### src/rtl/univ_shift_reg_if.sv
// Bundles the control, data and status signals of univ_shift_reg.
// The master side drives controls; the slave side (the register) drives status.
interface univ_shift_reg_if #(
    parameter int WIDTH = 8
) ();
    localparam int CW = $clog2(WIDTH + 1);

    logic             en;
    logic [2:0]       mode;
    logic [WIDTH-1:0] d;
    logic             sin_l;
    logic             sin_r;
    logic             start;
    logic [CW-1:0]    cnt;
    logic [WIDTH-1:0] q;
    logic             sout_l;
    logic             sout_r;
    logic             busy;
    logic             done;
    logic             err;

    modport master (
        output en, mode, d, sin_l, sin_r, start, cnt,
        input  q, sout_l, sout_r, busy, done, err
    );

    modport slave (
        input  en, mode, d, sin_l, sin_r, start, cnt,
        output q, sout_l, sout_r, busy, done, err
    );
endinterface

### src/rtl/univ_shift_reg.sv
// Universal shift register with single-step modes and a counted burst
// of shift/rotate operations sequenced by a small IDLE/BURST/DONE FSM.
module univ_shift_reg #(
    parameter int               WIDTH     = 8,
    parameter logic [WIDTH-1:0] RESET_VAL = '0
) (
    input  logic            clk,
    input  logic            reset_n,
    univ_shift_reg_if.slave bus
);
    localparam int CW = $clog2(WIDTH + 1);

    typedef enum logic [1:0] {IDLE, BURST, DONE} state_t;

    state_t           state, state_nxt;
    logic [WIDTH-1:0] q, q_nxt;
    logic [CW-1:0]    remaining, remaining_nxt;
    logic [2:0]       op_mode, op_mode_nxt;
    logic             busy, busy_nxt;
    logic             done, done_nxt;
    logic             err, err_nxt;
    logic             start_ok;

    function automatic logic [WIDTH-1:0] apply_op(
        input logic [2:0]       op,
        input logic [WIDTH-1:0] cur,
        input logic [WIDTH-1:0] din,
        input logic             sl,
        input logic             sr
    );
        logic [WIDTH-1:0] res;
        case (op)
            3'b001:  res = {cur[WIDTH-2:0], sr};
            3'b010:  res = {sl, cur[WIDTH-1:1]};
            3'b011:  res = {cur[WIDTH-2:0], cur[WIDTH-1]};
            3'b100:  res = {cur[0], cur[WIDTH-1:1]};
            3'b101:  res = din;
            3'b110:  res = '0;
            default: res = cur;
        endcase
        return res;
    endfunction

    // Only shifts and rotates may be bursted, and the count must fit the width.
    assign start_ok = (bus.mode >= 3'b001) && (bus.mode <= 3'b100) &&
                      (bus.cnt != '0) && (bus.cnt <= CW'(WIDTH));

    always_comb begin
        state_nxt     = state;
        q_nxt         = q;
        remaining_nxt = remaining;
        op_mode_nxt   = op_mode;
        err_nxt       = 1'b0;
        case (state)
            IDLE: begin
                if (bus.en) begin
                    if (bus.start) begin
                        if (start_ok) begin
                            q_nxt         = apply_op(bus.mode, q, bus.d, bus.sin_l, bus.sin_r);
                            op_mode_nxt   = bus.mode;
                            remaining_nxt = bus.cnt - CW'(1);
                            state_nxt     = (bus.cnt == CW'(1)) ? DONE : BURST;
                        end else begin
                            err_nxt = 1'b1;
                        end
                    end else begin
                        q_nxt = apply_op(bus.mode, q, bus.d, bus.sin_l, bus.sin_r);
                    end
                end
            end
            BURST: begin
                if (bus.en) begin
                    q_nxt         = apply_op(op_mode, q, bus.d, bus.sin_l, bus.sin_r);
                    remaining_nxt = remaining - CW'(1);
                    if (remaining == CW'(1)) state_nxt = DONE;
                end
            end
            DONE:    state_nxt = IDLE;
            default: state_nxt = IDLE;
        endcase
        busy_nxt = (state_nxt == BURST);
        done_nxt = (state_nxt == DONE);
    end

    always_ff @(posedge clk or negedge reset_n) begin
        if (!reset_n) begin
            state     <= IDLE;
            q         <= RESET_VAL;
            remaining <= '0;
            op_mode   <= 3'b000;
            busy      <= 1'b0;
            done      <= 1'b0;
            err       <= 1'b0;
        end else begin
            state     <= state_nxt;
            q         <= q_nxt;
            remaining <= remaining_nxt;
            op_mode   <= op_mode_nxt;
            busy      <= busy_nxt;
            done      <= done_nxt;
            err       <= err_nxt;
        end
    end

    assign bus.q      = q;
    assign bus.sout_l = q[WIDTH-1];
    assign bus.sout_r = q[0];
    assign bus.busy   = busy;
    assign bus.done   = done;
    assign bus.err    = err;
endmodule

### src/flat_wrapper.sv
// flat-port wrapper written by rule: the top's interface ports become plain ports
module univ_shift_reg_flat 
#(
    parameter int               WIDTH     = 8,
    parameter logic [WIDTH-1:0] RESET_VAL = '0
)
  (clk, reset_n, bus_en, bus_mode, bus_d, bus_sin_l, bus_sin_r, bus_start, bus_cnt, bus_q, bus_sout_l, bus_sout_r, bus_busy, bus_done, bus_err);
  univ_shift_reg_if #(.WIDTH(WIDTH)) bus_i ();
  input  logic clk;
  input  logic reset_n;
  input wire logic [$bits(bus_i.en)-1:0] bus_en;
  input wire logic [$bits(bus_i.mode)-1:0] bus_mode;
  input wire logic [$bits(bus_i.d)-1:0] bus_d;
  input wire logic [$bits(bus_i.sin_l)-1:0] bus_sin_l;
  input wire logic [$bits(bus_i.sin_r)-1:0] bus_sin_r;
  input wire logic [$bits(bus_i.start)-1:0] bus_start;
  input wire logic [$bits(bus_i.cnt)-1:0] bus_cnt;
  output wire logic [$bits(bus_i.q)-1:0] bus_q;
  output wire logic [$bits(bus_i.sout_l)-1:0] bus_sout_l;
  output wire logic [$bits(bus_i.sout_r)-1:0] bus_sout_r;
  output wire logic [$bits(bus_i.busy)-1:0] bus_busy;
  output wire logic [$bits(bus_i.done)-1:0] bus_done;
  output wire logic [$bits(bus_i.err)-1:0] bus_err;
  assign bus_i.en = bus_en;
  assign bus_i.mode = bus_mode;
  assign bus_i.d = bus_d;
  assign bus_i.sin_l = bus_sin_l;
  assign bus_i.sin_r = bus_sin_r;
  assign bus_i.start = bus_start;
  assign bus_i.cnt = bus_cnt;
  assign bus_q = bus_i.q;
  assign bus_sout_l = bus_i.sout_l;
  assign bus_sout_r = bus_i.sout_r;
  assign bus_busy = bus_i.busy;
  assign bus_done = bus_i.done;
  assign bus_err = bus_i.err;
  univ_shift_reg #(.WIDTH(WIDTH), .RESET_VAL(RESET_VAL)) u_core (.clk(clk), .reset_n(reset_n), .bus(bus_i));
endmodule
### config.mk
export PLATFORM = sky130hd
export DESIGN_NAME = univ_shift_reg_flat
export DESIGN_NICKNAME = d
export VERILOG_FILES = /design/src/rtl/univ_shift_reg_if.sv /design/src/rtl/univ_shift_reg.sv /design/src/flat_wrapper.sv
export SDC_FILE = /design/constraint.sdc
export NUM_CORES = 1
export LEC_CHECK = 0
export CORE_UTILIZATION = 54
export DETAILED_ROUTE_END_ITERATION = 10
export PLACE_DENSITY = 0.86
export REMOVE_ABC_BUFFERS = 1
export SYNTH_ARGS = -nofsm -noshare
export SYNTH_HDL_FRONTEND = slang
export SYNTH_SLANG_ARGS = --single-unit
### constraint.sdc
create_clock -name clk -period 2.9 [get_ports clk]
set_input_delay 0.58 -clock clk [delete_from_list [all_inputs] [get_ports clk]]
set_output_delay 0.58 -clock clk [all_outputs]
set_load 0.01 [all_outputs]
==> run summary <==
Worst IR Drop VDD - 691 uV
Post-synth EDFFs - 0
Hold WC Path Type - flop to flop
Vias in the first global route - 1423
Cells along the critical path - clkdlybuf4s50_1 > inv_1 > ha_1 > nand2b_1 > xor2_1 > a21oi_4 > o32ai_4 > mux2_2
Worst path required time - 3.10 ns
Final net count - 234
Area contributors post-synth - dfrtp_1 32%, a32oi_1 6.2%, mux2_2 5.8%
Register area share after synthesis - 0.323
Final cell area excluding filler cells - 1940 um^2
Async set-reset flop share out of synthesis - 1.00
Crit path max-delay family - buffers and inverters
Core Box Area - 2730 um^2
Filler instances - 220
Reg2reg setup slack - 0.93 ns
Die Y - 55.6 um
Finish-stage setup viols - 0
Worst r2r dst - u_core.bus.q[6]
Post-route ant nets - 0
Hold_buf cts - 0
Hold EP - u_core.bus.busy
Final weighted congestion in routability-driven placement - 0.911
WHS Path Cells - 1
Slew @ Worst Pin - 0.864 ns
Pre-CTS WS - 0.130 ns
Final hold violation count - 0
Worst skew pair latency - 0.30 ns
ANT cells - 0
First-pass GRT wire length - 6470 um
FP Rows - 19
# IOs - 34
Post-route clock period utilization - 0.846
Final-report max-slew violation count - 0
Pleak - 0.000790 uW
Chip width - 55.6 um
Synthesized flop and latch total - 20
Setup TNS - 0 ns
Post-CTS Setup Inserts - 0
Placed cell areas - 1890 um^2
Metal2 WL - 1920 um
Total wire length - 3740 um
GRT Total Usage - 0.260
Mean area per synthesized cell - 8.77 um^2
DRC - 0
CTS tree - yes
Commonest non-fill, non-tap cell in the layout - clkdlybuf4s50_1
Avg Vias per Cell - 6.24
WL per Instance - 15.6 um
Slew headroom - 0.422
R2R depth - 4
Max FO, Critical Path - 8
GR Overflow Total - 0
Min Hold Slack - 0.575 ns
DR pass1 iterations - 4
Top_reg_cell synth - dfrtp_1
CTS Root Cell - clkbuf_4
Commonest non-fill, non-tap cells in the layout - 33 x clkdlybuf4s50_1, 21 x nand2_1, 20 x dfrtp_1, 12 x o21ai_0
Post-CTS sizing - 0
Share of cells above drive strength 1 - 0.120
Critical path type - primary input to flop
Setup ws final - 0.445 ns
Met1 WL - 1580 um
RSZ-0062 raised after global routing - no
# port buffers - 33
Netlist Area Pre-Place - 1550 um^2
DRT iter0 DRCs - 63
Total number of vias - 1492
Die area - 3090 um^2
Status - complete, no violations
Initial antenna violation count - 0
Mapped Cells - 177
Startpoint types - primary input
Power per Cell Area - 952 nW/um^2
Netlist cell types - 44
Critical R2R Launch - u_core.state[1]
Max Buffers Root-to-Sink - 2
CP peak stage delay - 0.52 ns
Max Cap Violations - 0
DR top layer - met4
DPL Wire Length - 2950 um
Largest net degree at the start of global routing - 21
Clk sinks - 20
P&R area growth vs syn - 25.3%
Htree depth - 1
Cts bufs inserted - 3
Worst path arrival time - 2.66 ns
Period minus WS final - 2.45 ns
Yosys warnings - 0
Crit. End Element - flop
Worst-path clk slew - 0.12 ns
Area leader, netlist - dfrtp_1
Met3 wire len - 211 um
HP Start - u_core.state[1]
Buf+Inv Stages, Crit Path - 2
Achievable clock frequency - 0.407 GHz
Clock Skew - 0.00523 ns
Synth top area share - 0.323
Starting Density - 0.568
Worst path slowest cell - clkdlybuf4s50_1
## metrics by stage
stage / total power (uW) / util / instances
after CTS: 1840 / 0.711 / 239
final: 1850 / 0.711 / 239
after global placement: 1570 / 0.692 / 235
after global routing: 1990 / 0.711 / 239
after floorplan: 1220 / - / 167
after detailed placement: 1620 / 0.692 / 235
## where the power goes
group | total [uW] | internal (uW) | leakage (uW) | switching (uW)
clock | 227 | 140 | 0.0000279 | 87.4
combinational | 1030 | 532 | 0.000517 | 502
sequential | 590 | 404 | 0.000245 | 186
## sequential cells by signal (all words and copies together), names as in the netlist
signal,flops
u_core.bus.done,1
u_core.bus.err,1
u_core.op_mode,3
u_core.remaining,4
u_core.bus.busy,1
u_core.bus.q,8
u_core.state,2
## cell families (layout without fill, tap and decap cells)
| logic type | Yosys count | after routing | share of synthesized area |
|---|---|---|---|
| AOI/OAI and AO/OA | 57 | 57 | 0.280 |
| and+or+nand+nor | 59 | 59 | 0.194 |
| DFF | 20 | 20 | 0.323 |
| buffers and inverters | 21 | 52 | 0.0645 |
| adders and majority gates | 5 | 5 | 0.0387 |
| xor gates and xnor gates | 3 | 3 | 0.0169 |
| muxes | 12 | 12 | 0.0839 |
## worst max path at each step
stage	depth (start not counted)	to	slack (ns)	startpoint
global placement	8	u_core.bus.q[4]	0.25	bus_cnt[0]
finish	8	u_core.bus.q[6]	0.45	bus_cnt[0]
floorplan	7	u_core.bus.q[7]	0.86	bus_cnt[0]
detailed placement	8	u_core.bus.q[6]	0.13	bus_cnt[0]
CTS	8	u_core.bus.q[7]	0.46	bus_cnt[0]
global route	8	u_core.state[1]	0.32	bus_cnt[0]
## cells in the mapped netlist (2+ instances only)
| master | instances |
|---|---|
| o21ai_0 | 12 |
| xor2_1 | 2 |
| nor2_1 | 11 |
| and3_2 | 2 |
| mux2_2 | 8 |
| a211oi_1 | 3 |
| nor3_1 | 3 |
| a32oi_1 | 11 |
| o22ai_1 | 3 |
| ha_1 | 4 |
| a21oi_1 | 7 |
| dfrtp_1 | 20 |
| nand2_1 | 21 |
| nand3_1 | 2 |
| nor2b_1 | 5 |
| clkbuf_1 | 2 |
| buf_4 | 2 |
| or3b_2 | 2 |
| a31oi_1 | 3 |
| buf_2 | 5 |
| nand2b_1 | 7 |
| mux2i_1 | 4 |
| a221oi_1 | 7 |
| inv_1 | 11 |
## final cells by class
type / instances / area, um^2 / area share
Tap cell: 31 / 38.8 / 0.0199
Clock buffer: 3 / 22.5 / 0.0116
Timing Repair Buffer: 37 / 360 / 0.185
Multi-Input combinational cell: 136 / 951 / 0.489
Sequential cell: 20 / 500 / 0.257
Inverter: 11 / 41.3 / 0.0212
Clock inverter: 1 / 30.0 / 0.0154
## layer usage
layer | vias to the layer above | global-route usage
met5 | - | 0
met4 | 0 | 0.0857
met3 | 4 | 0.0372
met2 | 61 | 0.478
met1 | 701 | 0.309
li1 | 726 | -
Power figures use the tool's default switching activity.
